`config.mk`:
```
export PLATFORM = sky130hd
export DESIGN_NAME = ct_l2c_spsram_acc_ctrl
export DESIGN_NICKNAME = d
export VERILOG_FILES = /design/src/rtl/ct_l2c_spsram_acc_ctrl_pkg.sv /design/src/rtl/ct_l2c_spsram_init_cnt.sv /design/src/rtl/ct_l2c_spsram_acc_ctrl.sv
export SDC_FILE = /design/constraint.sdc
export NUM_CORES = 1
export LEC_CHECK = 0
export ABC_AREA = 1
export CORE_AREA = 2 2 209 211
export DETAILED_ROUTE_END_ITERATION = 8
export DIE_AREA = 0 0 211 213
export PLACE_DENSITY = 0.54
export SETUP_SLACK_MARGIN = 0.3
export SYNTH_ARGS = -nofsm -noshare
export SYNTH_HDL_FRONTEND = slang
export SYNTH_SLANG_ARGS = --single-unit
```
`constraint.sdc`:
```
create_clock -name forever_cpuclk -period 11 [get_ports forever_cpuclk]
set_input_delay 2.2 -clock forever_cpuclk [delete_from_list [all_inputs] [get_ports forever_cpuclk]]
set_output_delay 2.2 -clock forever_cpuclk [all_outputs]
set_load 0.02 [all_outputs]
```
`src/rtl/ct_l2c_spsram_acc_ctrl_pkg.sv`:
```
// Shared L2C SRAM access constants: geometry, init fill value and controller state encoding.
package ct_l2c_spsram_acc_ctrl_pkg;
   localparam int L2C_ADDR_W = 12;
   localparam int L2C_DATA_W = 84;
   localparam int L2C_DEPTH  = 4096;
   localparam int L2C_STAGES = 3;

   localparam logic [L2C_DATA_W-1:0] L2C_INIT_VAL = '0;

   typedef enum logic [1:0] {
      ST_INIT  = 2'd0,
      ST_RUN   = 2'd1,
      ST_DRAIN = 2'd2
   } l2c_state_e;
endpackage

```
`src/rtl/ct_l2c_spsram_init_cnt.sv`:
```
// Init sweep address counter: clear has priority over increment; last flags entry DEPTH-1.
module ct_l2c_spsram_init_cnt
   import ct_l2c_spsram_acc_ctrl_pkg::*;
#(
   parameter int ADDR_WIDTH = L2C_ADDR_W,
   parameter int DEPTH      = L2C_DEPTH
) (
   input  logic                  forever_cpuclk,
   input  logic                  cpurst,
   input  logic                  clr,
   input  logic                  inc,
   output logic [ADDR_WIDTH-1:0] cnt,
   output logic                  last
);
   localparam logic [ADDR_WIDTH-1:0] LAST_ADDR = ADDR_WIDTH'(DEPTH - 1);

   always_ff @(posedge forever_cpuclk or posedge cpurst) begin
      if (cpurst)
         cnt <= '0;
      else if (clr)
         cnt <= '0;
      else if (inc)
         cnt <= cnt + 1'b1;
   end

   assign last = (cnt == LAST_ADDR);
endmodule

```
`src/rtl/ct_l2c_spsram_acc_ctrl.sv`:
```
// L2C single-port SRAM access controller: post-reset/requested init sweep, then a
// 3-cycle read pipeline (pins flopped in S1, Q captured in S2, response in S3).
module ct_l2c_spsram_acc_ctrl
   import ct_l2c_spsram_acc_ctrl_pkg::*;
#(
   parameter int                    ADDR_WIDTH = L2C_ADDR_W,
   parameter int                    DATA_WIDTH = L2C_DATA_W,
   parameter int                    DEPTH      = L2C_DEPTH,
   parameter logic [DATA_WIDTH-1:0] INIT_VAL   = L2C_INIT_VAL
) (
   input  logic                  forever_cpuclk,
   input  logic                  cpurst,
   input  logic                  init_req,
   output logic                  init_busy,
   input  logic                  req_vld,
   output logic                  req_rdy,
   input  logic                  req_wr,
   input  logic [ADDR_WIDTH-1:0] req_addr,
   input  logic [DATA_WIDTH-1:0] req_wdata,
   input  logic [DATA_WIDTH-1:0] req_wmask,
   output logic                  rsp_vld,
   output logic [DATA_WIDTH-1:0] rsp_rdata,
   output logic [ADDR_WIDTH-1:0] ram_a,
   output logic                  ram_cen,
   output logic                  ram_gwen,
   output logic [DATA_WIDTH-1:0] ram_wen,
   output logic [DATA_WIDTH-1:0] ram_d,
   input  logic [DATA_WIDTH-1:0] ram_q
);
   localparam int STAGES = L2C_STAGES;

   l2c_state_e            state;
   logic [ADDR_WIDTH-1:0] cnt;
   logic                  cnt_last;
   logic                  cnt_clr;
   logic                  cnt_inc;
   logic                  acc;
   logic                  rd_acc;
   logic                  drained;
   logic [STAGES:1]       vld_pipe;

   // init_req outranks a same-cycle request so DRAIN never sees a new read behind it
   assign req_rdy   = (state == ST_RUN) & ~init_req;
   assign init_busy = (state != ST_RUN);
   assign acc       = req_vld & req_rdy;
   assign rd_acc    = acc & ~req_wr;
   assign drained   = ~vld_pipe[1] & ~vld_pipe[2];

   assign cnt_inc = (state == ST_INIT);
   assign cnt_clr = ((state == ST_INIT) & cnt_last) | ((state == ST_DRAIN) & drained);

   ct_l2c_spsram_init_cnt #(
      .ADDR_WIDTH (ADDR_WIDTH),
      .DEPTH      (DEPTH)
   ) u_init_cnt (
      .forever_cpuclk (forever_cpuclk),
      .cpurst         (cpurst),
      .clr            (cnt_clr),
      .inc            (cnt_inc),
      .cnt            (cnt),
      .last           (cnt_last)
   );

   // FSM and SRAM pin flops; idle cycles deselect but keep A/D stable
   always_ff @(posedge forever_cpuclk or posedge cpurst) begin
      if (cpurst) begin
         state    <= ST_INIT;
         ram_cen  <= 1'b1;
         ram_gwen <= 1'b1;
         ram_wen  <= '1;
         ram_a    <= '0;
         ram_d    <= '0;
      end else begin
         ram_cen  <= 1'b1;
         ram_gwen <= 1'b1;
         ram_wen  <= '1;
         case (state)
            ST_INIT: begin
               ram_cen  <= 1'b0;
               ram_gwen <= 1'b0;
               ram_wen  <= '0;
               ram_a    <= cnt;
               ram_d    <= INIT_VAL;
               if (cnt_last)
                  state <= ST_RUN;
            end
            ST_RUN: begin
               if (acc) begin
                  ram_cen <= 1'b0;
                  ram_a   <= req_addr;
                  if (req_wr) begin
                     ram_gwen <= 1'b0;
                     ram_wen  <= ~req_wmask;
                     ram_d    <= req_wdata;
                  end
               end
               if (init_req)
                  state <= ST_DRAIN;
            end
            ST_DRAIN: begin
               if (drained)
                  state <= ST_INIT;
            end
            default: state <= ST_INIT;
         endcase
      end
   end

   // read valid tracks S1 -> S2 -> response; Q is captured while the read sits in S2
   always_ff @(posedge forever_cpuclk or posedge cpurst) begin
      if (cpurst) begin
         vld_pipe  <= '0;
         rsp_rdata <= '0;
      end else begin
         vld_pipe <= {vld_pipe[STAGES-1:1], rd_acc};
         if (vld_pipe[2])
            rsp_rdata <= ram_q;
      end
   end

   assign rsp_vld = vld_pipe[STAGES];
endmodule

```
== Word level (Yosys, flattened, before mapping) ==
Cells that the tools add are included.
Widths: inputs -> output; s select.

* Register bits: 283
* Output and inout port bits: 269

* Bitwise gates (word level): 12
* Eq/ne operators: 9
* Add/sub/neg operators: 1
* Multiplexer cells: 19
* Reduce and logical (&&, ||, !) cells: 6

{| class="wikitable"
|+ Operators with widths
! cell !! count
|-
| $mux 84 || 4
|-
| $pmux 84 s2 || 2
|-
| $not 84->84 || 1
|-
| $mux 12 || 3
|-
| $pmux 12 s2 || 1
|-
| $add 12x1->12 const B || 1
|-
| $eq 12x12->1 const B || 1
|-
| $ne 2x2->1 const B || 5
|-
| $and 1x1->1 || 6
|-
| $mux 2 || 3
|-
| $pmux 2 s3 || 1
|-
| $reduce_and 3->1 || 2
|-
| $not 1->1 || 4
|-
| $pmux 1 s2 || 2
|-
| $reduce_bool 2->1 || 2
|-
| $mux 1 || 3
|-
| $eq 2x1->1 const B || 1
|-
| $eq 2x2->1 const B || 1
|-
| $logic_not 2->1 || 1
|-
| $ne 2x1->1 const B || 1
|-
| $reduce_and 2->1 || 1
|-
| $or 1x1->1 || 1
|}

== Longest topological paths before layout ==
* Depth after elaboration: 5
* Mapped depth: 10
* Mapped depth without buffers: 8

== Cells and area by module ==
A second synthesis with hierarchy kept.

* Cells, all modules: 1120
* Area total of the unflattened synthesis: 11384.7 um2

{| class="wikitable"
|+ By module, submodules not included
! module !! instances !! cells each !! area an instance (um2) !! seq. area each (um2)
|-
| ct_l2c_spsram_acc_ctrl || 1 || 1034 || 10702.8 || 6889.1
|-
| ct_l2c_spsram_init_cnt || 1 || 86 || 681.9 || 300.3
|}

== Worst setup path before layout ==
No wires, ideal clock.

* Path type: input-to-output
* Start point: in init_req
* End point: out req_rdy
* Setup slack: 6.431 ns
* Cell stages on the path: 1
* Required time: 8.800 ns
* Path buffers: 0
* Arrival time: 2.369 ns
* Cells stage by stage: nor2_4

* Longest elaborated chain between the ends: 2

{| class="wikitable"
|+ Ends and longest elaborated chain
! item !! RTL line !! source
|-
| start, declared || ct_l2c_spsram_acc_ctrl.sv:13 || <nowiki>input logic init_req,</nowiki>
|-
| $not 1->1 || ct_l2c_spsram_acc_ctrl.sv:43 || <nowiki>assign req_rdy = (state == ST_RUN) & ~init_req;</nowiki>
|-
| $and 1x1->1 || ct_l2c_spsram_acc_ctrl.sv:43 ||
|-
| end, declared || ct_l2c_spsram_acc_ctrl.sv:16 || <nowiki>output logic req_rdy,</nowiki>
|}

Every way passes these cells.

== Worst setup path in the final report ==
Ends and elaborated chain as after synthesis.

==> flow_metrics.env <==
export IMPL_yosysWarnings=0
export IMPL_clkTransAtPathRegs_ns=0.06
export IMPL_crit_path_start_kind="input pin"
export IMPL_hold_path_class="flip-flop to flip-flop"
export IMPL_io_pins=538
export IMPL_coreArea_sq_um=42700
export IMPL_post_route_period_util=0.517
export IMPL_grt_max_degree=98
export IMPL_synth_top_area_frac=0.469
export IMPL_synth_distinct_cells=22
export IMPL_tns_ns=0
export IMPL_power_share_clock=0.496
export IMPL_cts_resized=0
export IMPL_post_cts_buffers=0
export IMPL_multi_input_area_sq_um=2950
export IMPL_die_h_microns=213
export IMPL_rrSetupSlack_ns=7.84
export IMPL_cts_tree="done"
export IMPL_synth_simple_gate_area_frac=0.131
export IMPL_crit_fanout=3
export IMPL_track_usage=0.151
export IMPL_min_from="vld_pipe[1]"
export IMPL_path_common_cell="clkdlybuf4s50_1"
export IMPL_synth_top_family_by_area="simple AND/OR/NAND/NOR gates"
export IMPL_synth_flop_cell="dfrtp_1"
export IMPL_drtIter0Drc=414
export IMPL_avgViaCountPerCell=4.18
export IMPL_report_final_slew_viol_count=0
export IMPL_grt_first_pass_wirelength_microns=52200
export IMPL_min_period_ns=5.69
export IMPL_syn_area_per_cell_sq_um=11.5
export IMPL_power_uw=2400
export IMPL_p_int_uw=1900
export IMPL_drc=0
export IMPL_fin_area_sq_um=17600
export IMPL_setup_violations=0
export IMPL_cts_root_buf="clkbuf_16"
export IMPL_synthTopCellsByArea="dfrtp_1 (47%), dfstp_2 (22%), nand2_1 (11%)"
export IMPL_power_leakage_uw=0.00792
export IMPL_ys_async_sr_fraction=1.00
export IMPL_htree_levels=2
export IMPL_synthesis_nets=1186
export IMPL_max_freq_ghz=0.176
export IMPL_holdPathEnd="vld_pipe[2]"
export IMPL_muxShareOfSynthArea=0.0900
export IMPL_yosysTopAreaCell="dfrtp_1"
export IMPL_antenna_found_initial=3
export IMPL_syn_area_sq_um=10500
export IMPL_area_growth_pct=67.0
export IMPL_yosysSeqAreaShare=0.684
export IMPL_synthAdderAreaFrac=0.00119
export IMPL_dpl_instance_area_sq_um=16400
export IMPL_port_buffers=537
export IMPL_ys_ff_latch=283
export IMPL_cts_sink_count=283
export IMPL_routed_wl_microns=35300
export IMPL_power_switching_uw=501
export IMPL_clock_latency_ns=0.52
export IMPL_layout_nets=1717
export IMPL_r2r_start="state[1]"
export IMPL_dp_hpwl_microns=25300
export IMPL_combPwrFrac=0.064
export IMPL_p_seq_frac=0.440
export IMPL_synth_xor_area_frac=0.000833
export IMPL_first_pass_iters=4
export IMPL_syn_inst=916
export IMPL_cts_max_path_buffers=3
export IMPL_hold_violations=0
export IMPL_numCtsBuffers=35
export IMPL_vdd_ir_drop_worst_uv=98.6
export IMPL_critPathSlowestCell="clkdlybuf4s50_1"
export IMPL_crit_path_max_incr_delay_ns=0.64
export IMPL_vias=8440
export IMPL_slew_headroom=0.278
export IMPL_r2r_end="ram_d[33]"
export IMPL_start_util=0.246
export IMPL_synth_common_cells="nand2_1 (309), dfrtp_1 (197), dfstp_2 (86)"
export IMPL_cts_hold_buf=0
export IMPL_drv_cap=0
export IMPL_tightest_slew_ns=1.08
export IMPL_path_cells="clkdlybuf4s50_1 -> nor2_4 -> clkdlybuf4s50_1"
export IMPL_antenna_left=0
export IMPL_critPathRequiredTime_ns=8.80
export IMPL_rows=76
export IMPL_fp_dieW_microns=211
export IMPL_skew_ns=0.0105
export IMPL_cp_data_arrival_time_ns=3.49
export IMPL_placed_cells=1956
export IMPL_setup_worst_path_end_class="primary output"
export IMPL_rsz0062_at_grt="no"
export IMPL_die_area_sq_um=44900
export IMPL_critPathKind="input pin to primary output"
export IMPL_synth_edff_count=0
export IMPL_yosysMostFrequentCell="nand2_1"
export IMPL_switching_share=0.209
export IMPL_stdcell_count=2019
export IMPL_n_fill_cell=4171
export IMPL_p_per_area_nw_per_um2=136
export IMPL_status="finished, final reports clean"
export IMPL_grt_pass1_vias=8658
export IMPL_synth_compound_area_share=0.0571
export IMPL_wl_per_cell_microns=17.5
export IMPL_drive_above_1_share=0.165
export IMPL_diodes=0
export IMPL_register_area_sq_um=7190
export IMPL_rr_worst_depth=9
export IMPL_gr_total_overflow=0
export IMPL_hold_depth=0
export IMPL_routabilityCongestion=0.763
==> per-layer routing <==
layer	wire, microns	part of all wire	global-route usage
met1	14000	0.40	0.179
met3	3540	0.10	0.0657
met5	32	0.00091	0
met2	16900	0.48	0.248
met4	866	0.025	0.0454
==> worst max-delay path, delay by kind of cell <==
family / cells / cell delay [ns]
simple gates: 1 / 0.18
buf+inv: 2 / 1.11
==> layout by cell type (no fill, tap or decap) <==
master | Yosys | routed
mux2_2 | 84 | 84
nand2_1 | 309 | 309
clkinv_4 | 0 | 1
nand4_1 | 3 | 3
inv_2 | 3 | 2
nand3_1 | 13 | 13
nand2_2 | 2 | 2
buf_4 | 7 | 8
a21oi_1 | 85 | 85
clkinvlp_4 | 0 | 1
nor2_1 | 20 | 20
clkinv_1 | 0 | 1
inv_8 | 0 | 1
dfrtp_1 | 197 | 196
xor2_1 | 1 | 1
o21ai_1 | 1 | 1
inv_1 | 19 | 18
nor2_4 | 2 | 3
bufinv_16 | 0 | 4
dfstp_2 | 86 | 86
clkbuf_8 | 0 | 5
clkbuf_1 | 16 | 7
o21ai_0 | 34 | 34
dfrtp_4 | 0 | 1
clkdlybuf4s50_1 | 0 | 537
clkbuf_16 | 0 | 37
ha_1 | 1 | 1
clkinv_2 | 0 | 7
nor3_1 | 4 | 4
inv_6 | 0 | 1
==> how the worst max path moves through the flow <==
stage	endpoint	startpoint	slack (ns)
global placement	req_rdy	init_req	5.33
floorplan	ram_a[0]	cpurst	1.14
global route	req_rdy	init_req	5.26
detailed placement	req_rdy	init_req	5.30
CTS	req_rdy	init_req	5.29
finish	req_rdy	init_req	5.31
==> final cells by class <==
cell class,count,area share
Clock buffer,49,0.0582
Tap cell,546,0.0389
Timing Repair Buffer,545,0.310
Inverter,22,0.00520
Clock inverter,14,0.0102
Sequential cell,283,0.410
Multi-Input combinational cell,560,0.168
==> through the flow <==
step	utilization	setup WS, ns	hold slack [ns]
floorplan	-	1.14	0.352
global placement	0.383	5.33	0.381
detailed placement	0.383	5.30	0.385
CTS	0.411	5.29	0.399
global route	0.411	5.26	0.421
finish	0.411	5.31	0.400
==> logic make-up (layout without fill, tap and decap cells) <==
group	count (synthesis)	count (layout)
muxes	84	84
xor gates and xnor gates	1	1
adders and majority gates	1	1
DFF	283	283
and+or+nand+nor	354	354
AOI/OAI and AO/OA	120	120
buffers and inverters	73	630
==> power by group through the flow <==
stage / logic [uW] / registers, uW / clock network [uW]
finish: 153 / 1050 / 1190
floorplan: 21.8 / 1080 / 0
detailed placement: 155 / 1070 / 0
global route: 164 / 1060 / 1270
global placement: 154 / 1070 / 0
CTS: 156 / 1050 / 1240
==> registers in the layout, indices dropped and copies added (netlist names) <==
signal	count
ram_cen	1
state	2
ram_gwen	1
u_init_cnt.cnt	12
ram_a	12
vld_pipe	3
rsp_rdata	84
ram_wen	84
ram_d	84
Power figures use the tool's default switching activity.
